## src/rtl/hazard_pkg.sv

```systemverilog
// Shared decode helpers and types for the forwarding / hazard unit.
//   - RV32I opcode constants used by the operand-usage decode
//   - tracker entry type for in-flight destinations behind Execute
//   - uses_rs1 / uses_rs2 / writes_rd / is_load decode functions
package hazard_pkg;

  localparam logic [6:0] OP_LUI    = 7'b0110111;
  localparam logic [6:0] OP_AUIPC  = 7'b0010111;
  localparam logic [6:0] OP_JAL    = 7'b1101111;
  localparam logic [6:0] OP_LOAD   = 7'b0000011;
  localparam logic [6:0] OP_STORE  = 7'b0100011;
  localparam logic [6:0] OP_BRANCH = 7'b1100011;
  localparam logic [6:0] OP_RTYPE  = 7'b0110011;
  localparam logic [6:0] OP_ITYPE  = 7'b0010011;

  typedef struct packed {
    logic       valid;
    logic [4:0] rd;
    logic       is_load;
  } trk_entry_t;

  function automatic logic uses_rs1(input logic [6:0] op);
    return !(op == OP_LUI || op == OP_AUIPC || op == OP_JAL);
  endfunction

  function automatic logic uses_rs2(input logic [6:0] op);
    return (op == OP_RTYPE || op == OP_STORE || op == OP_BRANCH);
  endfunction

  function automatic logic writes_rd(input logic [6:0] op);
    return !(op == OP_STORE || op == OP_BRANCH);
  endfunction

  function automatic logic is_load(input logic [6:0] op);
    return (op == OP_LOAD);
  endfunction

endpackage

```

## src/rtl/hazard_scoreboard.sv

```systemverilog
// Pending-destination bitmap for long-latency (multi-cycle) operations.
// Ports:
//   clk, rst              clock, asynchronous active-high reset
//   set_i / set_rd_i      mark a register as pending (wins over a same-cycle clear)
//   clr_i / clr_rd_i      clear a register when its multi-cycle result writes back
//   q_rs1_i/q_rs2_i/q_rd_i  query addresses
//   pend_rs1_o/pend_rs2_o/pend_rd_o  current (registered) pending state of each query
module hazard_scoreboard
  import hazard_pkg::*;
(
  input  logic       clk,
  input  logic       rst,
  input  logic       set_i,
  input  logic [4:0] set_rd_i,
  input  logic       clr_i,
  input  logic [4:0] clr_rd_i,
  input  logic [4:0] q_rs1_i,
  input  logic [4:0] q_rs2_i,
  input  logic [4:0] q_rd_i,
  output logic       pend_rs1_o,
  output logic       pend_rs2_o,
  output logic       pend_rd_o
);

  // Bit 0 is held at zero so x0 never reads as pending.
  logic [31:0] pending_q;
  logic [31:0] pending_d;

  always_comb begin
    pending_d = pending_q;
    if (clr_i) pending_d[clr_rd_i] = 1'b0;
    if (set_i) pending_d[set_rd_i] = 1'b1;
    pending_d[0] = 1'b0;
  end

  always_ff @(posedge clk or posedge rst) begin
    if (rst) pending_q <= '0;
    else     pending_q <= pending_d;
  end

  assign pend_rs1_o = pending_q[q_rs1_i];
  assign pend_rs2_o = pending_q[q_rs2_i];
  assign pend_rd_o  = pending_q[q_rd_i];

endmodule

```

## src/rtl/hazard_forward_unit.sv

```systemverilog
// Forwarding and hazard unit for an N-stage RV32I pipeline.
// Ports:
//   clk, rst         clock, asynchronous active-high reset
//   issue_valid      instruction_e is a valid instruction in Execute
//   instruction_e    raw instruction in Execute
//   issue_mc         instruction_e goes to the multi-cycle unit
//   flush            instruction_e is squashed this cycle
//   mc_done, mc_rd   multi-cycle unit writes back mc_rd this cycle
//   fwd_a, fwd_b     operand source: 0=RF, k=post-Execute stage k, DEPTH+1=mc result
//   stall            hold Execute and earlier, inject a bubble
//   stall_count      saturating count of stalled cycles
module hazard_forward_unit
  import hazard_pkg::*;
#(
  parameter int unsigned DEPTH      = 1,
  parameter int unsigned LOAD_STAGE = DEPTH,
  parameter int unsigned CNT_W      = 32
) (
  input  logic                         clk,
  input  logic                         rst,
  input  logic                         issue_valid,
  input  logic [31:0]                  instruction_e,
  input  logic                         issue_mc,
  input  logic                         flush,
  input  logic                         mc_done,
  input  logic [4:0]                   mc_rd,
  output logic [$clog2(DEPTH+2)-1:0]   fwd_a,
  output logic [$clog2(DEPTH+2)-1:0]   fwd_b,
  output logic                         stall,
  output logic [CNT_W-1:0]             stall_count
);

  localparam int unsigned FW = $clog2(DEPTH + 2);

  typedef struct packed {
    logic [FW-1:0] sel;
    logic          load_use;
    logic          wait_mc;
  } res_t;

  // Decode
  logic [6:0] opcode;
  logic [4:0] rd, rs1, rs2;
  logic       dec_rs1, dec_rs2, dec_wr, dec_load;
  logic       unused_insn_bits;

  assign opcode   = instruction_e[6:0];
  assign rd       = instruction_e[11:7];
  assign rs1      = instruction_e[19:15];
  assign rs2      = instruction_e[24:20];
  assign dec_rs1  = uses_rs1(opcode);
  assign dec_rs2  = uses_rs2(opcode);
  assign dec_wr   = writes_rd(opcode);
  assign dec_load = is_load(opcode);
  assign unused_insn_bits = ^{instruction_e[31:25], instruction_e[14:12]};

  // Tracker: trk_q[1] is the instruction that left Execute last cycle.
  trk_entry_t [DEPTH:1] trk_q;
  trk_entry_t           entry1_d;

  logic pend_rs1, pend_rs2, pend_rd;
  logic sb_set;
  logic waw;
  res_t res_a, res_b;
  logic [CNT_W-1:0] stall_count_q, stall_count_d;

  // Youngest matching entry decides. A load too young to forward blocks older
  // matches and falls through to the multi-cycle bypass check.
  function automatic res_t resolve(input logic [4:0] s, input logic used,
                                   input logic pend, input logic mc_hit,
                                   input trk_entry_t [DEPTH:1] trk);
    res_t        r;
    logic        hit;
    logic        hit_load;
    int unsigned hit_k;
    r        = '0;
    hit      = 1'b0;
    hit_load = 1'b0;
    hit_k    = 0;
    if (used && s != 5'd0) begin
      for (int unsigned k = 1; k <= DEPTH; k++) begin
        if (!hit && trk[k].valid && trk[k].rd == s) begin
          hit      = 1'b1;
          hit_k    = k;
          hit_load = trk[k].is_load;
        end
      end
      r.load_use = hit && hit_load && (hit_k < LOAD_STAGE);
      if (hit && !r.load_use) r.sel = FW'(hit_k);
      else if (pend && mc_hit) r.sel = FW'(DEPTH + 1);
      r.wait_mc = pend && !mc_hit;
    end
    return r;
  endfunction

  always_comb begin
    res_a = resolve(rs1, dec_rs1, pend_rs1, mc_done && (mc_rd == rs1), trk_q);
    res_b = resolve(rs2, dec_rs2, pend_rs2, mc_done && (mc_rd == rs2), trk_q);
  end

  assign waw   = dec_wr && (rd != 5'd0) && pend_rd && !(mc_done && (mc_rd == rd));
  assign stall = issue_valid && !flush &&
                 (res_a.load_use || res_a.wait_mc || res_b.load_use || res_b.wait_mc || waw);
  assign fwd_a = res_a.sel;
  assign fwd_b = res_b.sel;

  assign sb_set = issue_valid && issue_mc && dec_wr && !flush && !stall && (rd != 5'd0);

  hazard_scoreboard u_sb (
    .clk        (clk),
    .rst        (rst),
    .set_i      (sb_set),
    .set_rd_i   (rd),
    .clr_i      (mc_done),
    .clr_rd_i   (mc_rd),
    .q_rs1_i    (rs1),
    .q_rs2_i    (rs2),
    .q_rd_i     (rd),
    .pend_rs1_o (pend_rs1),
    .pend_rs2_o (pend_rs2),
    .pend_rd_o  (pend_rd)
  );

  always_comb begin
    entry1_d.valid   = issue_valid && !flush && !stall && dec_wr && !issue_mc && (rd != 5'd0);
    entry1_d.rd      = rd;
    entry1_d.is_load = dec_load;
  end

  always_ff @(posedge clk or posedge rst) begin
    if (rst) begin
      trk_q <= '0;
    end else begin
      trk_q[1] <= entry1_d;
      for (int unsigned k = 1; k < DEPTH; k++) trk_q[k+1] <= trk_q[k];
    end
  end

  always_comb begin
    stall_count_d = stall_count_q;
    if (stall && stall_count_q != '1) stall_count_d = stall_count_q + CNT_W'(1);
  end

  always_ff @(posedge clk or posedge rst) begin
    if (rst) stall_count_q <= '0;
    else     stall_count_q <= stall_count_d;
  end

  assign stall_count = stall_count_q;

endmodule

```

## config.mk

```make
export PLATFORM = sky130hd
export DESIGN_NAME = hazard_forward_unit
export DESIGN_NICKNAME = d
export VERILOG_FILES = /design/src/rtl/hazard_pkg.sv /design/src/rtl/hazard_scoreboard.sv /design/src/rtl/hazard_forward_unit.sv
export SDC_FILE = /design/constraint.sdc
export NUM_CORES = 1
export LEC_CHECK = 0
export ABC_AREA = 1
export CAP_MARGIN = 5
export CORE_MARGIN = 2
export CORE_UTILIZATION = 35
export CTS_CLUSTER_DIAMETER = 80
export DETAILED_ROUTE_END_ITERATION = 10
export SLEW_MARGIN = 30
export SYNTH_ARGS = -nofsm -noshare
export SYNTH_HDL_FRONTEND = slang
export SYNTH_HIERARCHICAL = 1
export SYNTH_SLANG_ARGS = --single-unit
export TNS_END_PERCENT = 1
```

## constraint.sdc

```tcl
create_clock -name clk -period 3.71 [get_ports clk]
set_input_delay 0.9275 -clock clk [delete_from_list [all_inputs] [get_ports clk]]
set_output_delay 0.9275 -clock clk [all_outputs]
set_load 0.02 [all_outputs]
```

==> After elaboration in Yosys (flattened, before gate mapping) <==
Cells that the tools add are included.
{ "classes": {"addsub": 1, "n_lt_le_gt_ge": 8, "n_eq_ne": 13, "mux": 30, "bitwise_logic": 3, "n_reduce_logical": 56} }
{ "ops": {"columns": ["operator", "n"], "rows": [
  ["2-to-1 mux 32 bit", 4],
  ["less-than comparator 32 x 1 -> 1 bit, second input constant", 2],
  ["logical AND 1 bit", 34],
  ["adder 32 x 1 -> 32 bit, second input constant", 1],
  ["AND 32 bit", 1],
  ["!= test 32 bit, second input constant", 1],
  ["NOT 32 bit", 1],
  ["OR 32 bit", 1],
  ["== test 5 bit", 5],
  ["less-than comparator 5 x 6 -> 1 bit, second input constant", 4],
  ["== test 7 x 6 -> 1 bit, second input constant", 3],
  ["binary-select mux 1 bit (select 5 bit)", 3],
  ["2-to-1 mux 1 bit", 15],
  ["nonzero test 5 bit", 3],
  ["== test 7 bit, second input constant", 2],
  ["demux 1 bit (select 5 bit)", 2],
  [">= comparator 5 x 1 -> 1 bit, second input constant", 2],
  ["zero test 1 bit", 10],
  ["logical OR 1 bit", 9],
  ["2-to-1 mux 2 bit", 4],
  ["2-to-1 mux 4 bit", 2],
  ["== test 7 x 2 -> 1 bit, second input constant", 1],
  ["== test 7 x 5 -> 1 bit, second input constant", 1]
]} }
{ "word_totals": {"register_bits": 70, "inputBits": 43, "output_inout_bits": 37, "wordCells": 116} }

==> Logic depth before layout (Yosys ltp) <==
Gate-level depths: netlist (run 1).
{ "logic_depth": {"depth_word": 22, "depth_mapped": 19, "depth_no_buf": 16} }

==> Modules after synthesis <==
The synthesis (run 1) kept the hierarchy.
{ "by_module_without_submodules": {"columns": ["mod", "instances", "cells_per_inst", "area_each_um2", "seq_area_each_um2"], "rows": [
  ["hazard_forward_unit", 1, 469, 2976.6, 950.9],
  ["hazard_scoreboard", 1, 359, 2294.7, 775.7]
]} }

==> Worst setup path after synthesis (run 1) <==
Ideal clock, no wire load.
{ "synth_path": {"path_type": "input to output", "start": "input instruction_e[20]", "end": "output fwd_b[1]", "arrival_time_ps": 2285, "t_required_ps": 2783, "path_slack_ps": 498, "cell_stages": 14, "n_path_buf": 2, "cell_sequence": "buf_6 > inv_6 > buf_6 > nand2_1 > nand3_1 > nand3_1 > nand2_1 > nand2_1 > nand2_1 > nand2_1 > nand2_1 > inv_1 > nor2_1 > nor3b_1"} }
{ "synth_between": {"elab_cells_between_ends": 23, "cone_classes": "order compare (1); eq/ne (2); mux (11); reduce/logical (9)"} }
{ "synth_rtl": {"columns": ["item", "line_no", "source"], "rows": [
  ["start: declaration", "hazard_forward_unit.sv:22", "input logic [31:0] instruction_e,"],
  ["binary-select mux 1 bit (select 5 bit)", "hazard_scoreboard.sv:42", "assign pend_rs2_o = pending_q[q_rs2_i];"],
  ["2-to-1 mux 1 bit (not written as such)", "hazard_scoreboard.sv:42", null],
  ["net pend_rs2", "hazard_forward_unit.sv:61", "logic pend_rs1, pend_rs2, pend_rd;"],
  ["logical AND 1 bit", "hazard_forward_unit.sv:90", "else if (pend && mc_hit) r.sel = FW'(DEPTH + 1);"],
  ["2-to-1 mux 2 bit", "hazard_forward_unit.sv:90", null],
  ["2-to-1 mux 2 bit", "hazard_forward_unit.sv:89", "if (hit && !r.load_use) r.sel = FW'(hit_k);"],
  ["2-to-1 mux 4 bit", "hazard_forward_unit.sv:80", "if (used && s != 5'd0) begin"],
  ["end: declaration", "hazard_forward_unit.sv:28", "output logic [$clog2(DEPTH+2)-1:0] fwd_b,"]
]} }
The timed path passes the listed nets, and every way through them passes these cells. The select of a mux whose other input is x is not followed.

==> Worst setup path after layout (run 1) <==
{ "layout_path": {"start": "input instruction_e[22]", "end": "output fwd_b[0]"} }
{ "layout_between": {"elab_chain_len": 10, "elab_cells_between_ends": 17, "cone_classes": "order compare (1); eq/ne (1); mux (8); reduce/logical (7)"} }
{ "layout_lines": {"columns": ["item", "line_no", "source"], "rows": [
  ["== test 5 bit", "hazard_forward_unit.sv:82", "if (!hit && trk[k].valid && trk[k].rd == s) begin"],
  ["logical AND 1 bit", "hazard_forward_unit.sv:82", null],
  ["2-to-1 mux 1 bit", "hazard_forward_unit.sv:82", null],
  ["2-to-1 mux 32 bit or 2-to-1 mux 1 bit (tied branches)", "hazard_forward_unit.sv:80", null],
  ["less-than comparator 32 x 1 -> 1 bit or logical AND 1 bit (tied branches)", "hazard_forward_unit.sv:88", "r.load_use = hit && hit_load && (hit_k < LOAD_STAGE);"],
  ["logical AND 1 bit", "hazard_forward_unit.sv:88", null],
  ["zero test 1 bit", "hazard_forward_unit.sv:89", null],
  ["logical AND 1 bit", "hazard_forward_unit.sv:89", null],
  ["2-to-1 mux 2 bit", "hazard_forward_unit.sv:89", null],
  ["2-to-1 mux 4 bit (*)", "hazard_forward_unit.sv:80", null]
]} }
Mark *: on every way between the ends. The rest lies on a longest branch, timed or not. The select of a mux whose other input is x is not followed.

==> results of run 1 <==
final cells by class:
cell class	instances	share of cell area [%]
clock buffers	9	3.30
multi-input cells	655	44.6
repair buffers	124	17.3
well taps	184	3.37
clock inverters	7	1.43
flip-flops and latches	69	25.3
inverters	80	4.69
cells in the mapped netlist:
| master | number | area (um^2) |
|---|---|---|
| a21oi_1 | 2 | 10.0 |
| a22oi_1 | 2 | 15.0 |
| and2_1 | 1 | 6.26 |
| buf_2 | 8 | 40.0 |
| buf_6 | 12 | 135 |
| clkbuf_1 | 4 | 15.0 |
| dfrtp_1 | 69 | 1730 |
| ha_1 | 1 | 12.5 |
| inv_1 | 74 | 278 |
| inv_2 | 3 | 11.3 |
| inv_6 | 3 | 26.3 |
| nand2_1 | 312 | 1170 |
| nand2_2 | 1 | 6.26 |
| nand3_1 | 112 | 561 |
| nand3_2 | 2 | 20.0 |
| nand3b_1 | 4 | 30.0 |
| nand4_1 | 41 | 257 |
| nand4_4 | 1 | 21.3 |
| nor2_1 | 66 | 248 |
| nor2_4 | 1 | 11.3 |
| nor3_1 | 8 | 40.0 |
| nor3_4 | 1 | 16.3 |
| nor3b_1 | 3 | 22.5 |
| nor4_1 | 1 | 6.26 |
| o21ai_0 | 66 | 330 |
| o22ai_1 | 3 | 18.8 |
| xnor2_1 | 10 | 87.6 |
| xor2_1 | 17 | 149 |
power groups by stage:
stage          Clock (W)  Sequential [W]  Combinational (W)
2_1_floorplan          0        0.000889           0.000269
3_3_place_gp           0        0.000891           0.000474
5_1_grt         0.000976        0.000889           0.000550
3_5_place_dp           0        0.000890           0.000478
6_report        0.000931        0.000880           0.000489
4_1_cts         0.000945        0.000878           0.000481
per-layer routing:
layer	up-vias	share of wire, %
li1	2922	-
met1	2627	46
met2	214	45
met3	33	6.8
met4	0	2.5
met5	-	0
cells by family (layout without fill, tap and decap cells):
family,after synthesis,in the layout
simple gates,554,554
buf+inv,104,220
compound gates,73,73
flops,69,69
xor+xnor,27,27
fa+ha+maj,1,1
path summary, 6_finish.rpt:
check,from,to,slack (ns),cells after the start
min,u_sb/pending_q[5],u_sb/pending_q[5],0.51,2
max reg2reg,u_sb/pending_q[29],u_sb/pending_q[7],1.27,18
min in group asynchronous,rst,u_sb/pending_q[11],1.04,3
min reg2reg,u_sb/pending_q[5],u_sb/pending_q[5],0.51,2
max,instruction_e[22],fwd_b[0],0.09,9
max in group asynchronous,rst,stall_count[9],2.27,3
registers in the layout, summed over array words and instances, names as in the netlist:
| signal | cells |
|---|---|
| stall_count | 32 |
| trk_q | 6 |
| u_sb/pending_q | 31 |
timing repair:
action | in CTS | in global routing
gates resized for setup | 19 | 12
setup endpoints to repair | 5 | 5
cloned | 0 | 2
pin swaps | 0 | 1
buffers inserted | 0 | 2
tightest hold or removal path: cells and delay by family (launching register included):
| kind | cells | cell delay [ns] |
|---|---|---|
| DFF | 1 | 0.33 |
| AOI/OAI and AO/OA | 2 | 0.14 |
through the flow:
step | cell area (um^2) | power, W | hold slack (ns) | utilization (%) | TNS, ns
after global placement | 6420 | 0.00137 | 0.490 | 43.9 | -1.76
after global routing | 6830 | 0.00242 | 0.567 | 46.6 | 0
after CTS | 6740 | 0.00230 | 0.512 | 46.0 | -0.0518
final | 6830 | 0.00230 | 0.508 | 46.6 | 0
after detailed placement | 6420 | 0.00137 | 0.499 | 43.9 | -1.74
after floorplan | 5270 | 0.00116 | 0.470 | - | 0
==> run_results.csv, run 1 <==
group,metric,value,unit
status,status,"completed",
die,dieArea,0.0161,mm^2
layout,fin_cells,1128,
placement,dp_hpwl,12400,um
cts,cts_buffers,9,
layout,nFillCells,1499,
cts,h-tree-depth,3,
worst_setup_path,path_delay_family,"buffers and inverters",
global_route,use_met2,33.5,%
worst_setup_path,path_class,"primary input to output pin",
global_route,grt_pass1_wl,27000,um
die,num_io_pins,80,
worst_setup_path,crit_path_max_incr_delay,0.46,ns
yosys,synth-simple-area-share,45.8,%
routing,vias_per_cell,5.14,
sta,maxSlewHeadroom,65.1,%
worst_setup_path,cp.required,2.78,ns
yosys,syn_area,0.00527,mm^2
power,comb_power_share,21.3,%
power,switching_power,0.000698,W
sta,drv_slew,0,
routing,totalWireLength,16600,um
layout,drive_gt1_share,9.53,%
yosys,synthCells,828,
placement,io_buffers,69,
die,rows,44,
worst_setup_path,cp-end-kind,"output pin",
yosys,muxShareOfSynthArea,0,%
routing,firstDrtPassIters,5,
global_route,top_usage_layer,"met2",
layout,regArea,0.00173,mm^2
placement,placed_cells,1108,
layout,finalNetCount,983,
yosys,synth_nets,872,
global_route,grt_usage,20.8,%
yosys,synth_xor_area_share,4.49,%
worst_setup_path,start_kind,"primary input",
global_route,grt_max_degree,39,
yosys,synth_compound_area_share,7.10,%
yosys,ys_seq_elements,69,
layout,layout.cells.most_common,"nand2_1",
yosys,synth_area_per_cell,6.37,um^2
sta,worstMarginPinSlew,0.523,ns
die,die_w,127,um
global_route,grt_pass1_vias,5335,
routing,drtAntennaViolNets,0,
routing,vias,5796,
worst_setup_path,cp_num_buf_inv,6,
power,seqPwrFrac,38.3,%
yosys,synthAdderAreaFrac,0.237,%
power,pwr_density_cell,337,mW/mm^2
die,die_height,127,um
layout,area_growth_syn_to_layout,29.6,%
worst_setup_path,crit_arrival,2.69,ns
sta,period_needed,3.62,ns
placement,globalplace.congestion,0.922,
yosys,yosysUniqueCellTypes,28,
global_route,grtUsageMet1,28.6,%
cts,hold_buffers,0,
worst_setup_path,cp_max_fo,4,
yosys,ys_seq_area_share,32.8,%
power,p_clk_share,40.5,%
global_route,grtUsageMet3,2.91,%
yosys,ys_warn_count,6,
cts,clkLatencyLatePin,0.34,ns
routing,drtIter0Drc,495,
routing,drc_errors,0,
power,internal_power,0.00160,W
layout,multiInputGateArea,0.00305,mm^2
worst_setup_path,crit_chain,"clkdlybuf4s50_1 > buf_4 > buf_4 > xor2_1 > nor4_1 > buf_4 > inv_1 > nor2_1 > clkdlybuf4s15_2",
job,drv_cap,0,
placement,place_ws,-0.501,ns
power,p_leak,3.30,nW
yosys,synth_top_family_by_area,"simple AND/OR/NAND/NOR gates",
sta,finClkSkew,0.00650,ns
cts,clock_sinks,69,
worst_setup_path,slowest_stage,"clkdlybuf4s50_1",
power,p_sw_share,30.4,%
power,peakVddDrop,301,uV
sta,rsz0062_at_grt,"no",
layout,mostFrequentLayoutCells,"nand2_1, nand3_1, inv_1",
worst_hold_path,holdCritPathClass,"register to register",
layout,n_antenna_cell,0,
sta,fin_crit_sh,97.5,%
sta,setup_viol,0,
sta,clock.fmax,0.277,GHz
global_route,grt-ovfl-total,0,
global_route,antenna_found_initial,0,
worst_setup_path,cp_common_cell,"buf_4",
die,initial_core_util,36.0,%
cts,cts_max_path_buffers,2,
sta,setup_ws,0.0943,ns
sta,finalHoldViolCount,0,
routing,avgRoutedWirePerCell,14.7,um
die,core,0.0146,mm^2
cts,path_clk_slew,0.05,ns
cts,root_buffer,"clkbuf_16",
cts,tritoncts,"built",
Note: power is estimated with default switching activity, not from simulation.
==> inputs of run 2 (changes only) <==
--- a/config.mk
+++ b/config.mk
@@ -5,8 +5,9 @@
 export SDC_FILE = /design/constraint.sdc
 export NUM_CORES = 1
 export LEC_CHECK = 0
-export ABC_AREA = 1
+export ABC_AREA = 0
 export CAP_MARGIN = 5
+export CORE_ASPECT_RATIO = 1.1
 export CORE_MARGIN = 2
 export CORE_UTILIZATION = 35
 export CTS_CLUSTER_DIAMETER = 80
==> run_results.csv, run 2 <==
group,metric,value,unit
status,status,"completed",
layout,drive_gt1_share,20.9,%
worst_setup_path,start_kind,"primary input",
worst_setup_path,crit_path_max_incr_delay,0.53,ns
global_route,antenna_found_initial,0,
die,rows,43,
worst_setup_path,cp_common_cell,"buf_4",
layout,largest_reg_flops,32,
sta,tns,0,ns
power,p_clk_share,36.2,%
cts,root_buffer,"clkbuf_16",
cts,h-tree-depth,3,
routing,vias_per_cell,5.70,
placement,place_ws,-0.808,ns
worst_setup_path,slowest_stage,"or4_4",
sta,period_needed,3.71,ns
layout,fin_area,0.00623,mm^2
placement,globalplace.congestion,0.907,
worst_setup_path,cp-end-kind,"output pin",
routing,vias,4409,
cts,hold_buffers,0,
worst_hold_path,hold_depth,1,
layout,mostFrequentLayoutCells,"buf_4, dfrtp_1, o21ai_0",
worst_hold_path,holdCritPathClass,"register to register",
power,power,0.00219,W
placement,io_buffers,69,
routing,firstDrtPassIters,5,
die,initial_core_util,35.9,%
sta,clock.fmax,0.270,GHz
yosys,synth_nets,511,
routing,drtAntennaViolNets,0,
sta,finClkSkew,0.00871,ns
worst_setup_path,cp.required,2.78,ns
die,core,0.0126,mm^2
die,die_height,123,um
worst_hold_path,worstHoldStart,"stall_count[18]",
routing,drtIter0Drc,266,
power,internal_power,0.00154,W
yosys,ys_seq_area_share,38.2,%
cts,clkLatencyLatePin,0.33,ns
power,comb_power_share,23.3,%
power,p_sw_share,30.0,%
yosys,yosys.area.top_type,"dfrtp_1",
sta,worstMarginPinSlew,0.915,ns
die,die_w,112,um
yosys,syn_area,0.00452,mm^2
yosys,ys_warn_count,6,
worst_hold_path,whs_endpoint,"stall_count[18]",
placement,dp_hpwl,10800,um
power,switching_power,0.000658,W
worst_setup_path,path_delay_family,"buffers and inverters",
yosys,synth.most_common_cell,"dfrtp_1",
sta,setup_viol,0,
layout,n_antenna_cell,0,
global_route,grt-ovfl-total,0,
cts,path_clk_slew,0.06,ns
sta,finalHoldViolCount,0,
worst_setup_path,crit_chain,"dlygate4sd2_1 > buf_6 > buf_4 > buf_4 > or4_4 > o22ai_2 > buf_4 > o311a_4 > nor2_4 > buf_6",
yosys,synth_common_cells,"dfrtp_1, o21ai_0, nand3_1",
sta,rsz0062_at_grt,"yes",
die,dieArea,0.0138,mm^2
yosys,netlist.area_leader.share,38.2,%
layout,area_growth_syn_to_layout,38.0,%
yosys,synth.area.top_cells,"dfrtp_1, xnor2_1, o21ai_0",
power,pwr_density_cell,352,mW/mm^2
yosys,yosysUniqueCellTypes,54,
routing,drc_errors,0,
yosys,ys_seq_elements,69,
cts,cts_max_path_buffers,2,
worst_setup_path,r2r_setup_slack,0.66,ns
worst_setup_path,rr_startpoint,"u_sb/pending_q[22]",
sta,drv_slew,0,
placement,place_area,0.00583,mm^2
cts,tritoncts,"built",
worst_setup_path,cp_max_fo,5,
sta,maxSlewHeadroom,38.5,%
yosys,synth_area_per_cell,9.68,um^2
worst_setup_path,path_class,"primary input to output pin",
yosys,synth_edf_count,0,
yosys,synthFlopType,"dfrtp_1",
sta,setup_ws,0.000653,ns
die,num_io_pins,80,
worst_setup_path,cp_num_buf_inv,6,
routing,totalWireLength,14200,um
cts,cts_buffers,9,
worst_setup_path,r2r-end,"u_sb/pending_q[8]",
yosys,synthCells,467,
worst_setup_path,r2r_cells,14,
layout,finalNetCount,656,
yosys,async_flop_share,100,%
global_route,grt_usage,20.7,%
sta,fin_crit_sh,100,%
power,seqPwrFrac,40.5,%
global_route,grt_max_degree,39,
power,peakVddDrop,250,uV
job,drv_cap,0,
worst_setup_path,crit_arrival,2.78,ns
routing,avgRoutedWirePerCell,18.4,um
cts,clock_sinks,69,
global_route,grt_pass1_wl,22600,um
global_route,grt_pass1_vias,4385,
power,p_leak,2.57,nW
run 2: kinds of logic (layout without fill, tap and decap cells):
kind of cell / after synthesis / count (layout) / synth area share (%)
simple gates: 185 / 185 / 23.4
compound gates: 97 / 97 / 13.3
flops: 69 / 69 / 38.2
xor+xnor: 55 / 55 / 10.7
mux: 38 / 38 / 11.2
buf+inv: 22 / 172 / 2.99
fa+ha+maj: 1 / 1 / 0.277
run 2: repair_timing:
action | CTS | global route
setup buffers | 9 | 1
setup endpoints to repair | 6 | 11
pin swaps | 10 | 8
resized for setup | 55 | 13
hold endpoints to repair | 0 | 0
gates cloned | 1 | 0
run 2: area by class of cell:
| type | instances | area (um^2) |
|---|---|---|
| well taps | 157 | 196 |
| clock buffers | 11 | 243 |
| repair buffers | 147 | 1270 |
| inverters | 9 | 33.8 |
| fillers | 1219 | 6350 |
| flip-flops and latches | 69 | 1730 |
| clock inverters | 5 | 36.3 |
| multi-input cells | 376 | 2720 |
run 2: layer usage:
layer	routed length, um	GRT usage, %	up-vias
met5	0	0	-
li1	-	-	2042
met1	6000	26.0	2155
met2	7080	36.0	181
met3	819	3.24	31
met4	342	8.16	0
run 2: power groups by stage:
stage / Clock, W / Sequential, W / Combinational (W)
detailed placement: 0 / 0.000898 / 0.000490
global placement: 0 / 0.000893 / 0.000480
finish: 0.000795 / 0.000887 / 0.000511
floorplan: 0 / 0.000906 / 0.000233
global route: 0.000846 / 0.000894 / 0.000555
CTS: 0.000807 / 0.000885 / 0.000507
run 2: worst reg2reg max path, stage by stage, from the launching register on:
cell	delay [ns]
dfrtp_1	0.43
mux4_2	0.49
nand2b_1	0.16
o2111ai_1	0.09
nand4_1	0.12
o211ai_1	0.17
buf_4	0.16
buf_4	0.09
buf_4	0.10
buf_4	0.09
buf_4	0.10
o311ai_4	0.10
nor3_1	0.23
or3b_4	0.46
o21ai_0	0.18
run 2: worst max path at each step:
stage	start	depth (start not counted)	slack, ns	endpoint
after floorplan	instruction_e[21]	11	0.27	u_sb/pending_q[12]
after global placement	instruction_e[20]	10	-0.71	stall
after detailed placement	instruction_e[7]	9	-0.81	stall
after CTS	instruction_e[16]	11	0.008	stall
after global routing	instruction_e[16]	10	-0.03	stall
final	instruction_e[16]	10	0.0007	stall
run 2: through the flow:
stage	hold WS (ns)	util, %	std cells
3_5_place_dp	0.491	46.3	747
4_1_cts	0.507	49.3	773
3_3_place_gp	0.486	46.3	747
6_report	0.504	49.5	774
2_1_floorplan	0.490	-	467
5_1_grt	0.527	49.5	774
==> inputs of run 3 (changes only) <==
--- a/config.mk
+++ b/config.mk
@@ -8,10 +8,11 @@
 export ABC_AREA = 0
 export CAP_MARGIN = 5
 export CORE_ASPECT_RATIO = 1.1
-export CORE_MARGIN = 2
+export CORE_MARGIN = 3
 export CORE_UTILIZATION = 35
 export CTS_CLUSTER_DIAMETER = 80
 export DETAILED_ROUTE_END_ITERATION = 10
+export SETUP_SLACK_MARGIN = 0.3
 export SLEW_MARGIN = 30
 export SYNTH_ARGS = -nofsm -noshare
 export SYNTH_HDL_FRONTEND = slang
==> run_results.csv, run 3 (synthesis gave the netlist of run 2 again) <==
group,metric,value,unit
sta,maxSlewHeadroom,46.8,%
sta,rsz0062_at_grt,"yes",
worst_hold_path,worstHoldStart,"stall_count[7]",
layout,area_growth_syn_to_layout,39.8,%
worst_setup_path,cp-end-kind,"output pin",
sta,whs,0.502,ns
die,die_w,114,um
placement,io_buffers,69,
power,p_leak,2.67,nW
global_route,grt_pass1_vias,4502,
sta,period_needed,3.51,ns
sta,fin_crit_sh,94.6,%
routing,drc_errors,0,
worst_setup_path,r2r_setup_slack,0.68,ns
layout,n_antenna_cell,0,
sta,worstMarginPinSlew,0.793,ns
cts,h-tree-depth,3,
worst_setup_path,rr_startpoint,"u_sb/pending_q[7]",
routing,vias_per_cell,5.69,
routing,totalWireLength,14500,um
worst_setup_path,path_class,"primary input to output pin",
worst_hold_path,hold_depth,1,
cts,clkLatencyLatePin,0.33,ns
power,switching_power,0.000670,W
worst_setup_path,r2r-end,"u_sb/pending_q[8]",
cts,clock_sinks,69,
worst_setup_path,crit_path_max_incr_delay,0.49,ns
die,num_io_pins,80,
power,power,0.00220,W
sta,setup_viol,0,
sta,finalHoldViolCount,0,
power,pwr_density_cell,348,mW/mm^2
routing,vias,4412,
layout,finalNetCount,660,
layout,mostFrequentLayoutCells,"buf_4, dfrtp_1, o21ai_0",
worst_setup_path,cp.required,2.78,ns
layout,regArea,0.00173,mm^2
worst_hold_path,whs_endpoint,"stall_count[7]",
global_route,grt_pass1_wl,23200,um
cts,cts_buffers,9,
die,die_height,125,um
die,rows,42,
layout,largest_reg_flops,32,
worst_setup_path,cp_num_buf_inv,2,
power,seqPwrFrac,40.6,%
layout,fin_cells,775,
routing,firstDrtPassIters,5,
cts,tritoncts,"built",
global_route,grt_max_degree,39,
routing,avgRoutedWirePerCell,18.7,um
worst_setup_path,r2r_cells,12,
status,status,"completed",
worst_setup_path,crit_arrival,2.58,ns
cts,path_clk_slew,0.06,ns
power,peakVddDrop,294,uV
placement,globalplace.congestion,0.887,
layout,layout.cells.most_common,"buf_4",
layout,final_util,51.1,%
placement,dp_hpwl,10700,um
sta,drv_slew,0,
layout,nFillCells,1130,
layout,drive_gt1_share,23.5,%
die,core,0.0123,mm^2
die,initial_core_util,36.6,%
power,p_clk_share,35.6,%
layout,multiInputGateArea,0.00273,mm^2
cts,cts_max_path_buffers,2,
global_route,grt-ovfl-total,0,
sta,tns,0,ns
worst_setup_path,crit_chain,"buf_8 > mux4_2 > nand2b_4 > o211ai_1 > nand4_1 > o2111ai_2 > a31o_2 > o311a_4 > nor2_4 > buf_6",
worst_setup_path,start_kind,"primary input",
cts,root_buffer,"clkbuf_16",
routing,drtAntennaViolNets,0,
sta,clock.fmax,0.285,GHz
worst_setup_path,slowest_stage,"mux4_2",
power,internal_power,0.00153,W
sta,finClkSkew,0.0129,ns
worst_setup_path,path_delay_family,"compound AO/OA/AOI/OAI gates",
routing,drtIter0Drc,394,
placement,placed_cells,743,
die,dieArea,0.0143,mm^2
worst_setup_path,cp_max_fo,4,
job,drv_cap,0,
global_route,antenna_found_initial,0,
power,comb_power_share,23.8,%
power,p_sw_share,30.5,%
worst_hold_path,holdCritPathClass,"register to register",
global_route,grt_usage,20.1,%
run 3: worst max path at each step:
stage	depth (start not counted)	end	start	slack, ns
floorplan	7	fwd_b[1]	instruction_e[20]	0.29
global placement	11	stall	instruction_e[21]	-0.75
detailed placement	11	stall	instruction_e[21]	-0.80
CTS	10	stall	instruction_e[20]	0.20
global route	10	stall	instruction_e[20]	0.16
finish	10	stall	instruction_e[20]	0.20
run 3: metrics by stage:
step	area, um^2	worst slack [ns]
2_1_floorplan	4520	0.287
3_3_place_gp	5830	-0.745
3_5_place_dp	5830	-0.797
4_1_cts	6290	0.203
5_1_grt	6320	0.165
6_report	6320	0.199
run 3: layer usage:
| layer | vias to the layer above | global-route usage (%) | share of wire (%) |
|---|---|---|---|
| li1 | 2056 | - | - |
| met1 | 2177 | 27.1 | 43 |
| met2 | 162 | 33.1 | 49 |
| met3 | 17 | 3.48 | 6.8 |
| met4 | 0 | 5.66 | 1.3 |
| met5 | - | 0 | 0 |
run 3: worst register-to-register path: stages (launching register included):
cell      delay, ns
dfrtp_1        0.43
mux4_2         0.49
nand2b_4       0.15
o211ai_1       0.08
nand4_1        0.13
o211ai_1       0.19
buf_4          0.17
buf_4          0.09
buf_4          0.10
o311ai_4       0.11
nor3_2         0.22
or3b_1         0.55
o21ai_0        0.22
run 3: final cells by class:
cell class                 instances  area share, %
multi-input combinational        376           43.2
sequential                        69           27.3
timing repair buffer             151           21.5
clock buffer                       9           3.57
tap                              154           3.05
clock inverter                     7          0.792
inverter                           9          0.535
run 3: what timing repair did:
action / in CTS / in global routing
hold buffers: 0 / 0
buffers inserted: 12 / 3
endpoints found under the setup margin: 39 / 11
gates cloned: 1 / 0
gates resized for setup: 102 / 11
endpoints found under the hold margin: 0 / 0
pin swaps: 24 / 7
run 3: power by group through the flow:
stage | clock network, W | logic (W) | registers (W)
floorplan | 0 | 0.000233 | 0.000906
global placement | 0 | 0.000479 | 0.000897
detailed placement | 0 | 0.000489 | 0.000902
CTS | 0.000798 | 0.000518 | 0.000890
global route | 0.000828 | 0.000565 | 0.000899
finish | 0.000782 | 0.000523 | 0.000893
